### src/rtl/interrupt_controller.sv
// -----------------------------------------------------------------------------
// interrupt_controller
//
// Collects up to 31 peripheral interrupt lines into one CPU interrupt request.
// Each source has a pending bit, an enable bit, a mode bit (level or rising
// edge) and an in-service bit. Software claims the highest-priority source
// with a read of CLAIM and releases it with a write of its ID to COMPLETE.
// The lowest source index has the highest priority. Source k has ID k+1.
//
// Register map (word index):
//   0 PENDING   read, write-1-to-clear
//   1 ENABLE    read/write
//   2 MODE      read/write, 1 = level, 0 = rising edge
//   3 CLAIM     read only (the read itself claims)
//   4 COMPLETE  write only, reads 0
//   5 INSERVICE read only
//   6 DEVICEID  read only
//   7 NSOURCES  read only
//
// Build option:
//   INTERRUPT_CONTROLLER_SYNC_EN - when defined, every interrupt line passes
//   through a two-flop synchronizer ahead of the edge/level logic, which adds
//   two cycles to every interrupt latency. When undefined, the lines must
//   already be synchronous to i_clock.
// -----------------------------------------------------------------------------
module interrupt_controller #(
  parameter int          NSOURCES = 8,
  parameter logic [31:0] DEVICEID = 32'd0
) (
  input  logic                i_clock,
  input  logic                i_reset,
  input  logic                i_request,
  input  logic                i_rw,
  input  logic [2:0]          i_address,
  input  logic [31:0]         i_wdata,
  output logic [31:0]         o_rdata,
  output logic                o_ready,
  input  logic [NSOURCES-1:0] i_interrupt,
  output logic                o_interrupt
);

  // IDs run 1..31, so five bits always hold one.
  localparam int IDW = 5;

  typedef enum logic [2:0] {
    ADDR_PENDING   = 3'd0,
    ADDR_ENABLE    = 3'd1,
    ADDR_MODE      = 3'd2,
    ADDR_CLAIM     = 3'd3,
    ADDR_COMPLETE  = 3'd4,
    ADDR_INSERVICE = 3'd5,
    ADDR_DEVICEID  = 3'd6,
    ADDR_NSOURCES  = 3'd7
  } reg_addr_e;

  // ---------------------------------------------------------------------------
  // State
  // ---------------------------------------------------------------------------
  logic                r_req_prev;
  logic                r_ready;
  logic [31:0]         r_rdata;
  logic                r_irq;

  logic [NSOURCES-1:0] r_pending;
  logic [NSOURCES-1:0] r_enable;
  logic [NSOURCES-1:0] r_mode;
  logic [NSOURCES-1:0] r_inservice;
  logic [NSOURCES-1:0] r_sample;   // registered line value seen by edge/level logic
  logic [NSOURCES-1:0] r_history;  // previous r_sample, for rising-edge detection

  // ---------------------------------------------------------------------------
  // Combinational nets
  // ---------------------------------------------------------------------------
  logic [NSOURCES-1:0] w_line;
  logic                w_accept;
  logic                w_rd;
  logic                w_wr;
  logic                w_claim;
  logic                w_complete;
  logic                w_w1c_en;
  logic [NSOURCES-1:0] w_qual;
  logic [NSOURCES-1:0] w_claim_sel;
  logic [IDW-1:0]      w_claim_id;
  logic [NSOURCES-1:0] w_claim_hot;
  logic [NSOURCES-1:0] w_complete_hot;
  logic [NSOURCES-1:0] w_w1c;
  logic [NSOURCES-1:0] w_edge_set;
  logic [NSOURCES-1:0] w_level_set;
  logic [NSOURCES-1:0] w_set;
  logic [NSOURCES-1:0] w_pending_next;
  logic [NSOURCES-1:0] w_inservice_next;
  logic [31:0]         w_rdata;

  // ---------------------------------------------------------------------------
  // Optional input synchronizer
  // ---------------------------------------------------------------------------
`ifdef INTERRUPT_CONTROLLER_SYNC_EN
  logic [NSOURCES-1:0] r_sync1;
  logic [NSOURCES-1:0] r_sync2;

  // Two-flop synchronizer bringing asynchronous lines into the i_clock domain.
  always_ff @(posedge i_clock) begin
    if (i_reset) begin
      r_sync1 <= '0;
      r_sync2 <= '0;
    end else begin
      r_sync1 <= i_interrupt;
      r_sync2 <= r_sync1;
    end
  end

  assign w_line = r_sync2;
`else
  assign w_line = i_interrupt;
`endif

  // ---------------------------------------------------------------------------
  // Bus decode: one access per rising edge of i_request
  // ---------------------------------------------------------------------------
  assign w_accept   = i_request & ~r_req_prev;
  assign w_rd       = w_accept & ~i_rw;
  assign w_wr       = w_accept &  i_rw;
  assign w_claim    = w_rd && (i_address == ADDR_CLAIM);
  assign w_complete = w_wr && (i_address == ADDR_COMPLETE);
  assign w_w1c_en   = w_wr && (i_address == ADDR_PENDING);

  // ---------------------------------------------------------------------------
  // Arbitration
  // ---------------------------------------------------------------------------
  assign w_qual = r_pending & r_enable & ~r_inservice;

  // Fixed-priority encoder: scanning downwards lets the lowest index win.
  // NOTE: every always_comb output gets a default before any branch, otherwise
  // a path that skips the assignment would infer a latch.
  always_comb begin
    w_claim_id  = '0;
    w_claim_sel = '0;
    for (int k = NSOURCES - 1; k >= 0; k--) begin
      if (w_qual[k]) begin
        w_claim_id     = IDW'(k + 1);
        w_claim_sel    = '0;
        w_claim_sel[k] = 1'b1;
      end
    end
  end

  assign w_claim_hot = w_claim ? w_claim_sel : '0;

  // Complete decode: only IDs 1..NSOURCES match a source; anything else is a no-op.
  always_comb begin
    w_complete_hot = '0;
    for (int k = 0; k < NSOURCES; k++) begin
      w_complete_hot[k] = w_complete && (i_wdata == 32'(k + 1));
    end
  end

  assign w_w1c = w_w1c_en ? i_wdata[NSOURCES-1:0] : '0;

  // ---------------------------------------------------------------------------
  // Pending / in-service next state
  // ---------------------------------------------------------------------------
  assign w_edge_set  = r_sample & ~r_history;
  // A source being claimed on this edge counts as in service, so a held level
  // line does not immediately re-pend the interrupt it is being claimed for.
  assign w_level_set = r_sample & ~(r_inservice | w_claim_hot);
  assign w_set       = (r_mode & w_level_set) | (~r_mode & w_edge_set);

  // Set has priority over claim-clear and write-1-to-clear.
  assign w_pending_next   = (r_pending & ~(w_claim_hot | w_w1c)) | w_set;
  assign w_inservice_next = (r_inservice | w_claim_hot) & ~w_complete_hot;

  // ---------------------------------------------------------------------------
  // Read mux
  // ---------------------------------------------------------------------------
  // Selects the read value for the addressed register, zero-extended to 32 bits.
  always_comb begin
    w_rdata = '0;
    case (i_address)
      ADDR_PENDING:   w_rdata = 32'(r_pending);
      ADDR_ENABLE:    w_rdata = 32'(r_enable);
      ADDR_MODE:      w_rdata = 32'(r_mode);
      ADDR_CLAIM:     w_rdata = 32'(w_claim_id);
      ADDR_COMPLETE:  w_rdata = '0;
      ADDR_INSERVICE: w_rdata = 32'(r_inservice);
      ADDR_DEVICEID:  w_rdata = DEVICEID;
      ADDR_NSOURCES:  w_rdata = 32'(NSOURCES);
      default:        w_rdata = '0;
    endcase
  end

  // ---------------------------------------------------------------------------
  // Sequential logic
  // ---------------------------------------------------------------------------
  // Bus handshake: accept on request rise, hold ready until request drops.
  // NOTE: clocked state uses non-blocking assignments so every flop samples
  // pre-edge values regardless of statement order or block ordering.
  always_ff @(posedge i_clock) begin
    if (i_reset) begin
      // Previous-request resets high so a request still asserted across reset
      // must drop for one sampled clock before it can start a new access.
      r_req_prev <= 1'b1;
      r_ready    <= 1'b0;
      r_rdata    <= '0;
    end else begin
      r_req_prev <= i_request;
      if (w_accept) begin
        r_ready <= 1'b1;
        if (!i_rw) begin
          r_rdata <= w_rdata;
        end
      end else if (!i_request) begin
        r_ready <= 1'b0;
      end
    end
  end

  // Software-configured enable and mode masks.
  always_ff @(posedge i_clock) begin
    if (i_reset) begin
      r_enable <= '0;
      r_mode   <= '0;
    end else if (w_wr) begin
      if (i_address == ADDR_ENABLE) begin
        r_enable <= i_wdata[NSOURCES-1:0];
      end
      if (i_address == ADDR_MODE) begin
        r_mode <= i_wdata[NSOURCES-1:0];
      end
    end
  end

  // Line sampling, pending/in-service tracking and the registered CPU request.
  always_ff @(posedge i_clock) begin
    if (i_reset) begin
      r_sample    <= '0;
      r_history   <= '0;
      r_pending   <= '0;
      r_inservice <= '0;
      r_irq       <= 1'b0;
    end else begin
      r_sample    <= w_line;
      r_history   <= r_sample;
      r_pending   <= w_pending_next;
      r_inservice <= w_inservice_next;
      r_irq       <= |w_qual;
    end
  end

  assign o_rdata     = r_rdata;
  assign o_ready     = r_ready;
  assign o_interrupt = r_irq;

endmodule
### config.mk
export PLATFORM = sky130hd
export DESIGN_NAME = interrupt_controller
export DESIGN_NICKNAME = d
export VERILOG_FILES = /design/src/rtl/interrupt_controller.sv
export SDC_FILE = /design/constraint.sdc
export NUM_CORES = 1
export LEC_CHECK = 0
export BUFFER_PORTS_ARGS = -buffer_cell sky130_fd_sc_hd__buf_2
export CORE_MARGIN = 2
export CORE_UTILIZATION = 45
export CTS_CLUSTER_SIZE = 25
export DETAILED_ROUTE_END_ITERATION = 10
export PLACE_DENSITY = 0.66
export SYNTH_ARGS = -nofsm -noshare
export SYNTH_HDL_FRONTEND = slang
export SYNTH_SLANG_ARGS = --single-unit
export TNS_END_PERCENT = 30
### constraint.sdc
create_clock -name i_clock -period 4.8 [get_ports i_clock]
set_clock_uncertainty 0.15 [all_clocks]
set_input_delay 0 -clock i_clock [delete_from_list [all_inputs] [get_ports i_clock]]
set_output_delay 0 -clock i_clock [all_outputs]
set_load 0.1 [all_outputs]
# ---- Word-level counts from Yosys, hierarchy flattened
# Cells that the tools add are included.
dict set report classes {
  mux 21
  bitwise 23
  n_reduce_logical 17
  n_eq_ne 16
}
# operator n
set op_table {}
lappend op_table {{one-hot mux 32 bit (7 select lines)} 1}
lappend op_table {{equality test 32 x 3 -> 1 bit (second input constant)} 4}
lappend op_table {{two-way mux 8 bit} 10}
lappend op_table {{AND 8 bit} 8}
lappend op_table {{equality test 32 x 2 -> 1 bit (second input constant)} 2}
lappend op_table {{NOT 8 bit} 6}
lappend op_table {{two-way mux 5 bit} 7}
lappend op_table {{equality test 32 x 1 -> 1 bit (second input constant)} 1}
lappend op_table {{equality test 32 x 4 -> 1 bit (second input constant)} 1}
lappend op_table {{bitwise OR 8 bit} 4}
lappend op_table {{equality test 3 bit (second input constant)} 4}
lappend op_table {{logical AND 1 bit} 11}
lappend op_table {{OR reduction 8 bit} 1}
lappend op_table {{equality test 3 x 2 -> 1 bit (second input constant)} 2}
lappend op_table {{AND reduction 2 bit} 3}
lappend op_table {{two-way mux 4 bit} 1}
lappend op_table {{AND 1 bit} 3}
lappend op_table {{equality test 3 x 1 -> 1 bit (second input constant)} 1}
lappend op_table {{zero test 3 bit} 1}
lappend op_table {{two-way mux 1 bit} 2}
lappend op_table {{inequality test 2 x 1 -> 1 bit (second input constant)} 1}
lappend op_table {{NOT 1 bit} 2}
lappend op_table {{OR reduction 2 bit} 1}
dict set report word_totals {
  reg_bits 83
  input_bits 47
  word_cells 87
}

# ---- Logic depth before layout (Yosys ltp)
# Gate-level depths: netlist of run 1.
dict set report logic_depth {
  depth_word 17
  depth_mapped 7
}

# ---- Worst setup path before layout of run 1
# No wires, ideal clock.
dict set report synth_timing {
  path_kind {reg2reg}
  startpoint {register r_req_prev}
  endpoint {register r_pending[6]}
  setup_time_ns 0.127
  setup_slack_ns 3.175
  stages_incl_launch_ff 6
  n_path_buf 0
  arrival_time_ns 1.347
  path_cell_list {dfxtp_1 > or3b_4 > nor4_4 > a41oi_1 > a21oi_1 > o31ai_1}
}
dict set report synth_via {
  elab_chain_cells 11
}
# item line_no
set synth_rtl {}
lappend synth_rtl {{start, declared} 59} ;# logic r_req_prev;
lappend synth_rtl {{start signal, assigned} 205} ;# r_req_prev <= i_request;
lappend synth_rtl {{NOT 1 bit (*)} 120} ;# assign w_accept = i_request & ~r_req_prev;
lappend synth_rtl {{AND 1 bit (*)} 120}
lappend synth_rtl {{AND 1 bit} 121} ;# assign w_rd = w_accept & ~i_rw;
lappend synth_rtl {{logical AND 1 bit} 123} ;# assign w_claim = w_rd && (i_address == ADDR_CLAIM);
lappend synth_rtl {{two-way mux 8 bit} 147} ;# assign w_claim_hot = w_claim ? w_claim_sel : '0;
lappend synth_rtl {{bitwise OR 8 bit} 165} ;# assign w_level_set = r_sample & ~(r_inservice | w_claim_hot);
lappend synth_rtl {{NOT 8 bit} 165}
lappend synth_rtl {{AND 8 bit} 165}
lappend synth_rtl {{AND 8 bit} 166} ;# assign w_set = (r_mode & w_level_set) | (~r_mode & w_edge_set);
lappend synth_rtl {{bitwise OR 8 bit} 166}
lappend synth_rtl {{bitwise OR 8 bit (*)} 169} ;# assign w_pending_next = (r_pending & ~(w_claim_hot | w_w1c)) | w_set;
lappend synth_rtl {{end signal, assigned} 243} ;# r_pending <= w_pending_next;
lappend synth_rtl {{end, declared} 64} ;# logic [NSOURCES-1:0] r_pending;
# Every way passes the cells marked *; elsewhere a longest branch is shown, timed or not.
# A chain may end at the register's enable or synchronous reset.

# ---- Final worst setup path of run 1
dict set report layout_timing {
  startpoint {register r_req_prev}
  endpoint {register r_pending[3]}
}
# The elaborated chain is that of the path after synthesis.

==> results by group, run 1 <==
Outcome
  – Status: finished, violations left
  – Failing checks: design-rule violations

Global routing
  – Grt total ovfl: 0
  – GRT met3 Usage: 0.05101
  – Global-route usage over all layers: 0.2179
  – Initial antenna violation count: 0
  – Global routing usage on met1: 0.2853
  – Number of global-route vias before repair: 2627
  – Pin count of the biggest net entering global routing: 47
  – Most used routing layer: met2
  – First-pass GRT wire length: around 13 mm
  – Routing usage on met2: 0.3376

Timing
  – Final Hold Vio Count: 0
  – F_max: 0.4915 GHz
  – Final worst slack: 2765 ps
  – Final setup vio count: 0
  – Fin crit period: 2035 ps
  – Least-Margin Pin Slew: around 1100 ps
  – Setup TNS: 0 ps
  – Slew Limit Fails: 0
  – Worst hold slack: 69.91 ps
  – RSZ-0062 raised after global routing: false
  – Rel. slew slack: 0.2653
  – Tcrit/Tclk final: 0.4239

Synthesis
  – Most frequent cells after synthesis: dfxtp_1, nor2_1, a21oi_1, nand2_1, buf_4
  – Fraction of registers with async set/reset: 0
  – Netlist cell types: 58
  – Flops & latches, synth: 59
  – Ys Warns: 0
  – Synth Area per Inst: 8.644 um2
  – Seq/Total Area, Yosys: 0.3915
  – Leading post-synthesis cells by cell area: dfxtp_1, buf_4, a21oi_1
  – Ys flop type: dfxtp_1
  – Count leader, synth: dfxtp_1
  – Yosys top cell area share: 0.3915
  – Post-synth EDFFs: 0
  – Post-synth top area cell: dfxtp_1
  – Cell area after synthesis: 3017 um2
  – Cells after Synth: between 300 and 400

Clock tree
  – Clk root buf: clkbuf_8
  – Clock slew at reported path FFs: around 70 ps
  – Hold_buf cts: 22
  – H-tree depth: 3
  – Cts repair resizes: 0
  – Post-CTS setup buffer count: 0
  – Clock Path Buffers: 2
  – CTS Buf Count: 9
  – Clock sinks: 59
  – CTS tree: done
  – Clk Latency, worst-skew pair: around 340 ps

Finish
  – Finished Layout Cells: 505
  – Ant. Diodes: 0
  – Share of layout cells above drive strength 1: 0.2009
  – Layout net count: 470
  – Synthesis-to-layout area growth: 19.91%

Setup path
  – Critical path class: reg -> reg
  – Data required, critical path: between 4000 and 5000 ps
  – Critical path peak fanout: 12
  – Reg2reg end: r_pending[3]
  – Startpoint types: flop
  – Reg2reg setup slack: 2770 ps
  – Worst r2r path cells: 5
  – Critical Path Source: r_req_prev
  – CP Data Arrival Time: 2090 ps
  – Reg2reg start: r_req_prev
  – CP Capture Type: flop

Routing
  – Iter 0 DRT Violations: 182
  – Drt via density: 5.438
  – Drt pass-1 iters: 8
  – Post-DRT Antenna Nets: 0
  – DR DRC count: 6
  – Via count: 2746
  – Final wirelength: about 7.6 mm
  – Avg WL per Cell: ~15 um

Floorplan
  – Core Region: between 6000 and 7000 um2
  – Die Area: 7375 um2
  – Die Width: 85.88 um
  – Initial Util: 0.4697
  – Num ports: 81
  – Std-Cell Rows: 29
  – Die height: 85.88 um

Run
  – Max-cap violations: 0

Power
  – Total Power: 0.001079 W
  – P_leak: 1.518 nW
  – Peak VDD IR: 0.0001566 V
  – Pwr Density: 298.2 nW/um2

Placement
  – Dpl cells: 467
  – Dpl hpwl: 5.457 mm
  – Post-Place Setup Slack: 2818 ps
  – Routability-driven placement congestion ratio: 0.9738
  – I/O Buffers: 56

Worst hold path
  – Hold path startpoint: i_wdata[23]
  – Tightest Hold Check Type: in -> reg
  – Worst Hold Path Cells: 4
  – WHS Endpoint: r_inservice[0]
worst max path at each step:
stage                                 to  slack [ps]  cells past startpoint
after floorplan             r_pending[6]        3180                      5
after global placement    r_inservice[6]        2830                      5
after detailed placement  r_inservice[6]        2820                      5
after CTS                 r_inservice[6]        2810                      5
after global routing      r_inservice[6]        2610                      5
final                       r_pending[3]        2770                      5
state kept, by name, summed over array words and instances (netlist names):
register,flops
r_inservice,8
o_interrupt,1
o_rdata,8
r_mode,8
r_history,8
r_pending,8
o_ready,1
r_sample,8
r_enable,8
r_req_prev,1
cell type report:
type	count	area, um2
sequential	59	1181
inverter	11	41.29
clock inverter	3	15.01
clock buffer	13	138.9
tap	77	96.34
multi-input combinational	263	1637
fill	614	2805
timing repair buffer	79	508.0
layout by cell type (no fill, tap or decap), types with 9 or more instances in the layout:
master and count:
nor2b_1 19, dlygate4sd3_1 22, mux2i_1 11, clkbuf_8 9, dfxtp_1 59, and3b_1 10, nand3_1 13, conb_1 24
nor2_1 27, a21oi_1 26, buf_2 56, o21ai_0 15, nand2_1 26, inv_1 11
cells by family after synthesis:
logic type             Yosys count  share of synthesized area
AO/OA/AOI/OAI                   78                     0.1667
other                            1                   0.001243
flip-flops                      59                     0.3915
AND/OR/NAND/NOR                146                     0.2945
buffers and inverters           50                    0.09457
multiplexers                    15                    0.05143
metal layers:
metal	vias up	wire, um
li1	1353	-
met1	1256	3474
met2	118	3489
met3	19	491
met4	0	193
met5	-	0
power breakdown:
group	switching, W	leakage (nW)	internal (W)
registers	0.00000960	0.481	0.000504
logic	0.000143	0.955	0.0000479
clock network	0.000189	0.0812	0.000185
critical path: stages, from the launching register on:
cell and delay (ps):
dfxtp_1 330, and3b_1 490, and3_1 480, a21boi_0 150, o21ai_0 210, a21oi_1 90
metrics by stage:
stage / util / instance area (um2)
after global placement: 0.5050 / 3243
after detailed placement: 0.5050 / 3243
after floorplan: - / 3103
final: 0.5632 / 3617
after CTS: 0.5632 / 3617
after global routing: 0.5632 / 3617
(Power assumes the default switching activity.)
==> run 2: changes to the inputs <==
ABC_AREA = 1   (was not set)
clock period = 2.1 ns   (was 4.8 ns; I/O delays follow)
==> run 2 against run 1 <==
  * The run still ends with design-rule violations left
  * Clock-buffer cell count down 1
  * Routed wire length up 9.4%
  * Non-clock buffer count up 17
  * Highest routed layer unchanged
==> results by group, run 2 <==
Outcome
  – Status: finished, violations left
  – Failing checks: design-rule violations

Timing
  – Tcrit/Tclk final: 0.9855
  – Worst hold slack: 12.55 ps (-57.36 ps)
  – Final Hold Vio Count: 0 (unchanged)
  – Final setup vio count: 0 (unchanged)
  – Slew Limit Fails: 0 (unchanged)
  – Setup TNS: 0 ps (unchanged)
  – F_max: 0.4832 GHz
  – Fin crit period: around 2100 ps

Worst hold path
  – WHS Endpoint: r_sample[4]
  – Tightest Hold Check Type: in -> reg
  – Worst Hold Path Cells: 3 (-1)
  – Hold path startpoint: i_reset

Floorplan
  – Die height: 85.88 um (unchanged)
  – Die Width: 85.88 um (unchanged)
  – Num ports: 81 (unchanged)
  – Std-Cell Rows: 29 (unchanged)
  – Initial Util: 0.4697 (unchanged)
  – Die Area: 7375 um2 (unchanged)
  – Core Region: 6422 um2 (unchanged)

Clock tree
  – CTS Buf Count: 9 (unchanged)
  – Clock slew at reported path FFs: 70 ps (about the same)
  – Clock Path Buffers: 2 (unchanged)
  – Clock sinks: 59 (unchanged)
  – Clk Latency, worst-skew pair: 340 ps (about the same)
  – Post-CTS setup buffer count: 0 (unchanged)
  – Clk root buf: clkbuf_8
  – CTS tree: done
  – H-tree depth: 3 (unchanged)

Global routing
  – Pin count of the biggest net entering global routing: 31 (-34%)
  – Initial antenna violation count: 0 (unchanged)
  – Number of global-route vias before repair: 2873 (+9.4%)
  – Global-route usage over all layers: 0.2323 (+0.01439)
  – First-pass GRT wire length: 13.32 mm (+6.2%)
  – Grt total ovfl: 0 (unchanged)

Finish
  – Layout net count: 585 (+24%)
  – Post-route cell area: 3847 um2 (+6.4%)
  – Ant. Diodes: 0 (unchanged)
  – Finished Layout Cells: 620 (+23%)
  – Most frequent cells in the layout: nand2_1, dfxtp_1, nor2_1
  – Most common cell after layout, fill and taps aside: nand2_1
  – Synthesis-to-layout area growth: 27.54%
  – Share of layout cells above drive strength 1: 0.1823 (-0.01861)
  – # fillers: 612 (-0.33%)

Placement
  – Routability-driven placement congestion ratio: 0.9248 (-5.0%)
  – Dpl hpwl: 5.682 mm (+4.1%)
  – I/O Buffers: 56 (unchanged)
  – Area of placed instances: 3286 um2 (+1.3%)
  – Dpl cells: 567 (+21%)

Routing
  – Avg WL per Cell: 13.50 um (-11%)
  – Drt via density: 5.045 (-7.2%)
  – Iter 0 DRT Violations: 214 (+18%)
  – DR DRC count: 13 (+7)
  – Drt pass-1 iters: 8 (unchanged)
  – Final wirelength: 8.367 mm (+9.4%)
  – Via count: 3128 (+14%)
  – Post-DRT Antenna Nets: 0 (unchanged)

Setup path
  – Startpoint types: input pin
  – Worst r2r path cells: 9 (+4)
  – Top cell by count, worst path: dlygate4sd3_1
  – Worst-path cell chain: dlygate4sd3_1, buf_2, nor4_1, nand2_1, nor2_1, dlygate4sd3_1, a31oi_1
  – Critical path class: in -> reg
  – Critical path peak fanout: 2 (-10)
  – CP Data Arrival Time: 2130 ps (+40 ps)
  – CP Capture Type: flop
  – Data required, critical path: 2160 ps (-2700 ps)
  – Reg2reg end: r_inservice[5]
  – Reg2reg setup slack: 400 ps (-2370 ps)
  – Crit path max-delay cell type: dlygate4sd3_1
  – Slowest stage delay, CP: 670 ps (+180 ps)
  – Reg2reg start: r_req_prev

Synthesis
  – Post-synth top area cell: dfxtp_1
  – Leading post-synthesis cells by cell area: dfxtp_1, nand2_1, nor2_1
  – Synth Area per Inst: 6.856 um2 (-21%)
  – Post-synth EDFFs: 0 (unchanged)
  – Yosys top cell area share: 0.3915 (unchanged)
  – Cells after Synth: 440 (+26%)
  – Netlist cell types: 29 (-50%)
  – Count leader, synth: nand2_1
  – Fraction of registers with async set/reset: 0 (unchanged)
  – Most frequent cells after synthesis: nand2_1, dfxtp_1, nor2_1
  – Cell area after synthesis: 3017 um2 (unchanged)
  – Ys flop type: dfxtp_1
  – Flops & latches, synth: 59 (unchanged)
  – Ys Warns: 0 (unchanged)
  – Seq/Total Area, Yosys: 0.3915 (unchanged)

Run
  – Max-cap violations: 0 (unchanged)

Power
  – Pint: 0.001732 W (+130%)
  – Comb power frac: 0.189 (+0.012)
  – Peak VDD IR: 0.0004654 V (+200%)
  – P_leak: 1.773 nW (+17%)
  – Pwr Density: 666.0 nW/um2 (+120%)
  – Clock power frac: 0.353 (+0.006)
  – Total Power: 0.002563 W (+140%)
  – Switching Fraction: 0.3239 (+0.007620)
  – Sequential fraction of design power: 0.458 (-0.019)
  – Net switching power: 0.0008301 W (+140%)
-- run 2: cell count changes after synthesis, moves of 11 or more --
cell	delta
nand2_1	+47
inv_1	+45
nor2_1	+31
o21ai_0	+20
nor2b_1	-19
a21oi_1	+16
mux2i_1	-11
nand3_1	+11
-- run 2: cells by family after synthesis --
| group | Yosys count | synth area share |
|---|---|---|
| AOI/OAI and AO/OA | 93 | 0.1601 |
| buffers and inverters | 93 | 0.1481 |
| other | 1 | 0.001243 |
| and+or+nand+nor | 194 | 0.2991 |
| DFF | 59 | 0.3915 |
-- run 2: what timing repair did --
| action | CTS | global route |
|---|---|---|
| hold endpoints to repair | 50 | 0 |
| resized for setup | 0 | 10 |
| setup endpoints to repair | 0 | 5 |
| hold buffers | 37 | 0 |
-- run 2: worst max path at each step --
stage	to	startpoint	slack [ps]
final	r_inservice[5]	i_wdata[25]	30
after global routing	r_inservice[5]	i_wdata[25]	-10
after CTS	r_inservice[0]	i_wdata[15]	120
after detailed placement	r_inservice[5]	r_req_prev	440
after global placement	r_inservice[5]	r_req_prev	440
after floorplan	o_rdata[4]	o_rdata[4]	610
-- run 2: worst max-delay path: cells and delay by family --
family / cells / cell delay (ps)
AO/OA/AOI/OAI: 1 / 110
buffers and inverters: 3 / 1360
AND/OR/NAND/NOR: 3 / 660
-- run 2: final cells by class --
cell class                 instances  area (um2)  area share
sequential                        59        1181      0.3070
timing repair buffer              96       678.2      0.1763
tap                               77       96.34     0.02504
clock buffer                      12       145.1     0.03772
clock inverter                     4       26.28    0.006829
inverter                          61       230.2     0.05984
multi-input combinational        311        1490      0.3873
-- run 2: power groups by stage --
| stage | sequential, W | clock, W | combinational, W |
|---|---|---|---|
| 4_1_cts | 0.00117 | 0.000928 | 0.000475 |
| 2_1_floorplan | 0.00123 | 0 | 0.000330 |
| 3_3_place_gp | 0.00120 | 0 | 0.000424 |
| 5_1_grt | 0.00118 | 0.000979 | 0.000514 |
| 6_report | 0.00117 | 0.000905 | 0.000485 |
| 3_5_place_dp | 0.00120 | 0 | 0.000426 |
-- run 2: through the flow --
| stage | setup WS, ps | util |
|---|---|---|
| 6_report | 30.50 | 0.5991 |
| 5_1_grt | -13.69 | 0.5991 |
| 4_1_cts | 121.8 | 0.5959 |
| 3_5_place_dp | 436.4 | 0.5116 |
| 3_3_place_gp | 443.5 | 0.5116 |
| 2_1_floorplan | 608.8 | - |
-- run 2: routing by layer --
metal / routed length [um] / global-route usage
met5: 0 / 0
met4: 141 / 0.09380
met3: 482 / 0.05005
met2: 4018 / 0.3876
met1: 3724 / 0.2910
